<file path="src/rtl/stopper_pkg.sv">
// Shared types and default sizing for the stopper refill controller.
package stopper_pkg;

  localparam int DEF_W        = 8;
  localparam int DEF_BATCH    = 15;
  localparam int DEF_LOW_MARK = 5;
  localparam int DEF_CAP      = 20;

  typedef enum logic [1:0] {
    IDLE = 2'd0,
    XFER = 2'd1,
    DONE = 2'd2
  } refill_state_t;

endpackage

</file>
<file path="src/rtl/sat_updown_counter.sv">
// W-bit up/down counter with synchronous load that sticks at 0 and at all-ones.
module sat_updown_counter #(
  parameter int W = 8
) (
  input  logic         i_clk,
  input  logic         i_rst_n,
  input  logic         i_inc,
  input  logic         i_dec,
  input  logic         i_load,
  input  logic [W-1:0] i_data,
  output logic [W-1:0] o_count
);

  localparam logic [W-1:0] MAX = '1;
  localparam logic [W-1:0] ONE = W'(1);

  logic [W-1:0] r_count;

  // Load wins; simultaneous inc and dec cancel out.
  always_ff @(posedge i_clk or negedge i_rst_n) begin
    if (!i_rst_n) begin
      r_count <= '0;
    end else if (i_load) begin
      r_count <= i_data;
    end else if (i_inc && !i_dec) begin
      if (r_count != MAX) r_count <= r_count + ONE;
    end else if (i_dec && !i_inc) begin
      if (r_count != '0) r_count <= r_count - ONE;
    end
  end

  assign o_count = r_count;

endmodule

</file>
<file path="src/rtl/stopper_refill_ctrl.sv">
// Moves stoppers from bulk stock into the capping dispenser in bounded batches
// and tracks both levels for the sealing FSM and the operator panel.
module stopper_refill_ctrl
  import stopper_pkg::*;
#(
  parameter int W        = DEF_W,
  parameter int BATCH    = DEF_BATCH,
  parameter int LOW_MARK = DEF_LOW_MARK,
  parameter int CAP      = DEF_CAP
) (
  input  logic         i_clk,
  input  logic         i_rst_n,
  input  logic         i_stock_load,
  input  logic [W-1:0] i_stock_in,
  input  logic         i_seal_done,
  input  logic         i_manual_add,
  output logic [W-1:0] o_disp_level,
  output logic [W-1:0] o_stock_level,
  output logic         o_add_pulse,
  output logic         o_refill_busy,
  output logic         o_refill_done,
  output logic         o_stopper_avail,
  output logic         o_low_alarm,
  output logic         o_stock_empty,
  output logic         o_err
);

  localparam logic [W-1:0] BATCH_W = W'(BATCH);
  localparam logic [W-1:0] LOW_W   = W'(LOW_MARK);
  localparam logic [W-1:0] CAP_W   = W'(CAP);
  localparam logic [W-1:0] ONE_W   = W'(1);

  refill_state_t r_state;
  logic          r_add_pulse;
  logic          r_refill_done;
  logic          r_err;

  logic [W-1:0] w_disp;
  logic [W-1:0] w_stock;
  logic [W-1:0] w_batch;
  logic [W-1:0] w_room;
  logic [W-1:0] w_batch_n;
  logic         w_idle;
  logic         w_xfer;
  logic         w_stock_ld;
  logic         w_start;
  logic         w_rejected;

  assign w_idle     = (r_state == IDLE);
  assign w_xfer     = (r_state == XFER);
  assign w_stock_ld = i_stock_load && w_idle;
  assign w_room     = CAP_W - w_disp;

  // A stock load in the same cycle defers the start decision by one cycle.
  assign w_start = w_idle && !i_stock_load && (w_stock != '0) && (w_disp < CAP_W) &&
                   ((w_disp <= LOW_W) || i_manual_add);

  always_comb begin
    w_batch_n = BATCH_W;
    if (w_stock < w_batch_n) w_batch_n = w_stock;
    if (w_room < w_batch_n) w_batch_n = w_room;
  end

  assign w_rejected = (i_stock_load && !w_idle) ||
                      (i_seal_done && !w_xfer && (w_disp == '0));

  sat_updown_counter #(.W(W)) u_stock (
    .i_clk   (i_clk),
    .i_rst_n (i_rst_n),
    .i_inc   (1'b0),
    .i_dec   (w_xfer),
    .i_load  (w_stock_ld),
    .i_data  (i_stock_in),
    .o_count (w_stock)
  );

  sat_updown_counter #(.W(W)) u_disp (
    .i_clk   (i_clk),
    .i_rst_n (i_rst_n),
    .i_inc   (w_xfer),
    .i_dec   (i_seal_done),
    .i_load  (1'b0),
    .i_data  ('0),
    .o_count (w_disp)
  );

  sat_updown_counter #(.W(W)) u_batch (
    .i_clk   (i_clk),
    .i_rst_n (i_rst_n),
    .i_inc   (1'b0),
    .i_dec   (w_xfer),
    .i_load  (w_start),
    .i_data  (w_batch_n),
    .o_count (w_batch)
  );

  // add_pulse is asserted for exactly the cycles spent in XFER.
  always_ff @(posedge i_clk or negedge i_rst_n) begin
    if (!i_rst_n) begin
      r_state       <= IDLE;
      r_add_pulse   <= 1'b0;
      r_refill_done <= 1'b0;
      r_err         <= 1'b0;
    end else begin
      r_err <= w_rejected;
      case (r_state)
        IDLE: begin
          r_refill_done <= 1'b0;
          if (w_start) begin
            r_state     <= XFER;
            r_add_pulse <= 1'b1;
          end else begin
            r_add_pulse <= 1'b0;
          end
        end
        XFER: begin
          if (w_batch == ONE_W) begin
            r_state       <= DONE;
            r_add_pulse   <= 1'b0;
            r_refill_done <= 1'b1;
          end else begin
            r_add_pulse <= 1'b1;
          end
        end
        DONE: begin
          r_state       <= IDLE;
          r_add_pulse   <= 1'b0;
          r_refill_done <= 1'b0;
        end
        default: begin
          r_state       <= IDLE;
          r_add_pulse   <= 1'b0;
          r_refill_done <= 1'b0;
        end
      endcase
    end
  end

  assign o_disp_level    = w_disp;
  assign o_stock_level   = w_stock;
  assign o_add_pulse     = r_add_pulse;
  assign o_refill_busy   = !w_idle;
  assign o_refill_done   = r_refill_done;
  assign o_err           = r_err;
  assign o_stopper_avail = (w_disp != '0);
  assign o_stock_empty   = (w_stock == '0);
  assign o_low_alarm     = (w_disp <= LOW_W) && (w_stock == '0);

endmodule
</file>
<file path="config.mk">
export PLATFORM = sky130hd
export DESIGN_NAME = stopper_refill_ctrl
export DESIGN_NICKNAME = d
export VERILOG_FILES = /design/src/rtl/stopper_pkg.sv /design/src/rtl/sat_updown_counter.sv /design/src/rtl/stopper_refill_ctrl.sv
export SDC_FILE = /design/constraint.sdc
export NUM_CORES = 1
export LEC_CHECK = 0
export CORE_AREA = 2 2 96 70
export DETAILED_ROUTE_END_ITERATION = 16
export DIE_AREA = 0 0 98 72
export GPL_TIMING_DRIVEN = 0
export PLACE_DENSITY = 0.77
export REMOVE_ABC_BUFFERS = 1
export SLEW_MARGIN = 25
export SYNTH_ARGS = -nofsm -noshare
export SYNTH_HDL_FRONTEND = slang
export SYNTH_HIERARCHICAL = 1
export SYNTH_SLANG_ARGS = --single-unit
</file>
<file path="constraint.sdc">
create_clock -name i_clk -period 3.3 [get_ports i_clk]
set_input_delay 0.33 -clock i_clk [delete_from_list [all_inputs] [get_ports i_clk]]
set_output_delay 0.33 -clock i_clk [all_outputs]
set_load 0.01 [all_outputs]
</file>
==> metrics.md <==
| Metric | Value |
|---|---|
| Worst Max-Slew Pin Slew | 0.7326 ns |
| WP data required | about 3.5 ns |
| Initial Util | 53.57% |
| Clk pwr share | 9.2% |
| Via count | 2968 |
| Iter 0 DRT Violations | 201 |
| Combinational share of power | 68.4% |
| Setup TNS | 0 ns |
| Ys Warns | 6 |
| Hold_ws | 0.08088 ns |
| Post-Syn Area | 0.003266 mm2 |
| Power per Cell Area | ~1200 mW/mm2 |
| Final ANT Viol Nets | 0 |
| First-pass GRT wire length | 13740 um |
| Register area share after synthesis | 22.22% |
| Chip Height | 72 um |
| Drt via density | 5.972 |
| Skew final | ~0.012 ns |
| Crit share post-route | around 94% |
| Final WL | 8073 um |
| Final WS setup | about 0.21 ns |
| Rel. slew slack | 50.99% |
| Area growth syn-to-layout | 16.13% |
| Max Cap Viol | 0 |
| Final instance area | 0.003792 mm2 |
| P_sw | 2136 uW |
| Die width | 98 um |
| Number of cell rows | 24 |
| Peak VDD IR | 549.7 uV |
| Crit-path slowest cell | dfrtp_2 |
| Worst EP arrival | 3.26 ns |
| Final Max Tran Viols | 0 |
| Startpoint class of the critical path | flop |
| Vias in the first global route | 2796 |
| Crit-path max FO | 12 |
| Syn_area_per_cell | 8.662 um2 |
| Placed inst area | between 0.003 and 0.004 mm2 |
| Clk root buf | clkbuf_8 |
| Netlist cell types | between 50 and 60 |
| Max stage delay on crit path | 0.49 ns |
| Cts hold-fix bufs | 0 |
| WL/cell | 16.24 um |
| Drt first pass iters | 5 |
| Fin crit period | ~3 ns |
| Clock sinks | 29 |
| Final net count | 462 |
| Worst hold path class | primary input to async pin |
| Cell internal pwr | roughly 2300 uW |
| Final setup viols | 0 |
| RSZ-0062 raised after global routing | no |
| Max clock buf depth | 2 |
| H-Tree Level Count | 2 |
| Outcome | finished clean |
| Fraction of layout cells with a size suffix above 1 | 10.50% |
| Ys flop type | dfrtp_1 |
| Largest net degree at the start of global routing | 30 |
| Worst-path clk slew | 0.08 ns |
| Number of synthesized flops with an enable pin | 0 |
| Seq pwr share | roughly 22% |
| Crit-path cells | inv_1, ha_1, nor2b_1, o21ai_1, nor3b_1, nor2_1, ha_1, a21o_1, a21o_1, a211oi_2, mux2_2, mux2_2 |
| Die area | approximately 0.007 mm2 |
| Core area | 0.006096 mm2 |
| Worst-Skew Late Latency | 0.29 ns |
| Leak | ~0.0016 uW |
| Synth Instances | 377 |
| Fraction of registers with async set or reset after synthesis | 100.0% |
| Crit path kind | flop to flop |
| Total gr overflow | 0 |
| Endpoints failing hold | 0 |
| #FFs+latches synth | 29 |
| Antenna violations before repair | 0 |
| CTS Buf Count | 5 |
| Setup WS pre-CTS | -0.05052 ns |
| Crit. End Element | flop |
| Dpl hpwl | 5909 um |
| CTS tree | yes |
| Max Freq | 323.7 MHz |
| DR DRC count | 0 |
| GRT Overall Usage | 23.67% |
| I/O pin count | 36 |
| Input/output buffers | 35 |
| Final Wtd Congestion | 0.8482 |
| Ant. Diodes | 0 |
| Fillers | 512 |
| Net Sw Frac | 48.54% |
[power groups by stage]
stage / combinational, uW / clock [uW] / sequential [uW]
after floorplan: 2150 / 0 / 894
after global placement: 2770 / 0 / 943
after detailed placement: 2890 / 0 / 959
after CTS: 2920 / 412 / 956
after global routing: 3330 / 426 / 1030
final: 3010 / 405 / 988
[layer usage]
metal	global-route usage, %	up-vias	wire (um)
met4	5.710	0	63
li1	-	1439	-
met1	33.63	1434	3922
met2	38.13	87	3699
met5	0	-	0
met3	3.854	8	387
[synthesized netlist by cell type (all sizes together) (8+ instances only)]
cell | instances | area share, %
buf | 13 | 4.3
xnor2 | 22 | 5.9
ha | 31 | 12
a21oi | 18 | 2.8
a31oi | 9 | 3.1
nor3b | 10 | 2.3
dfrtp | 29 | 22
o21bai | 9 | 2.1
and4 | 12 | 3.7
inv | 30 | 3.4
nand3 | 8 | 1.2
xor2 | 8 | 2.1
nor4 | 8 | 1.5
nor2 | 29 | 3.3
or3 | 10 | 2.1
o21ai | 33 | 5.1
mux2i | 8 | 2.5
nand2 | 15 | 1.7
[logic make-up after synthesis]
group | count (synthesis) | share of synthesized area, %
flip-flops | 29 | 22.22
AO/OA/AOI/OAI | 107 | 24.29
multiplexers | 13 | 4.176
XOR/XNOR | 30 | 8.046
AND/OR/NAND/NOR | 116 | 20.73
adder cells (fa/ha/maj) | 31 | 11.88
buffers and inverters | 49 | 8.429
other | 2 | 0.2300
[critical path: cells and delay by family (launching register included)]
family / cells / cell delay, ns
muxes: 2 / 0.62
AOI/OAI and AO/OA: 4 / 0.75
DFF: 1 / 0.49
adders and majority gates: 2 / 0.52
buffers and inverters: 1 / 0.12
and+or+nand+nor: 3 / 0.47
[path summary, 6_finish.rpt]
path,start,endpoint,slack [ns],depth (start not counted)
setup / recovery,u_disp/o_count[0]$_DFFE_PN0P_,u_batch/o_count[2]$_DFFE_PN0P_,0.21,12
hold / removal,i_rst_n,u_stock/o_count[0]$_DFFE_PN0P_,0.08,1
setup reg to reg,u_disp/o_count[0]$_DFFE_PN0P_,u_batch/o_count[2]$_DFFE_PN0P_,0.21,12
hold reg to reg,o_refill_done$_DFFE_PN0P_,o_refill_done$_DFFE_PN0P_,0.53,2
max in group asynchronous,i_rst_n,u_disp/o_count[1]$_DFFE_PN0P_,2.72,1
min in group i_clk,o_refill_done$_DFFE_PN0P_,o_refill_done$_DFFE_PN0P_,0.53,2
[per-stage QoR]
| stage | instances | utilization [%] | total power (uW) |
|---|---|---|---|
| floorplan | 373 | - | 3046 |
| global placement | 486 | 59.17 | 3715 |
| detailed placement | 486 | 59.09 | 3850 |
| CTS | 494 | 61.15 | 4287 |
| global route | 497 | 62.21 | 4788 |
| finish | 497 | 62.21 | 4400 |
[registers in the layout (all words and copies together) (netlist names)]
signal / flops
u_stock/o_count: 8
u_batch/o_count: 8
o_add_pulse: 1
r_state: 2
o_err: 1
o_refill_done: 1
u_disp/o_count: 8
[placed cells by master, fill, tap and decap left out, drive strengths merged, types with 4 or more instances in the layout]
cell type / instances
nand2: 15
nor4: 8
inv: 30
a21oi: 18
ha: 31
nand2b: 4
clkdlybuf4s50: 34
o21ai: 33
xnor2: 22
nor3: 4
a21o: 4
and4: 12
mux2i: 8
xor2: 8
dfrtp: 29
nand3: 8
buf: 4
mux2: 5
or3: 10
o21bai: 9
a31oi: 9
nor2b: 4
conb: 17
nor2: 29
nor3b: 10
clkbuf: 6
[layout make-up]
type / instances / area [um2] / share of cell area [%]
Tap cell: 78 / 97.59 / 2.573
Timing Repair Buffer: 38 / 367.9 / 9.700
Sequential cell: 29 / 728.2 / 19.20
Inverter: 30 / 112.6 / 2.969
Multi-Input combinational cell: 314 / 2366 / 62.39
Clock inverter: 2 / 37.54 / 0.9898
Clock buffer: 6 / 82.58 / 2.177
[timing repair]
item | CTS | global route
endpoints found under the setup margin | 2 | 6
resized for setup | 1 | 5
setup buffers | 0 | 3
pin swaps | 0 | 1
cloned | 0 | 0
No activity file was read; power rests on OpenSTA's default activity.
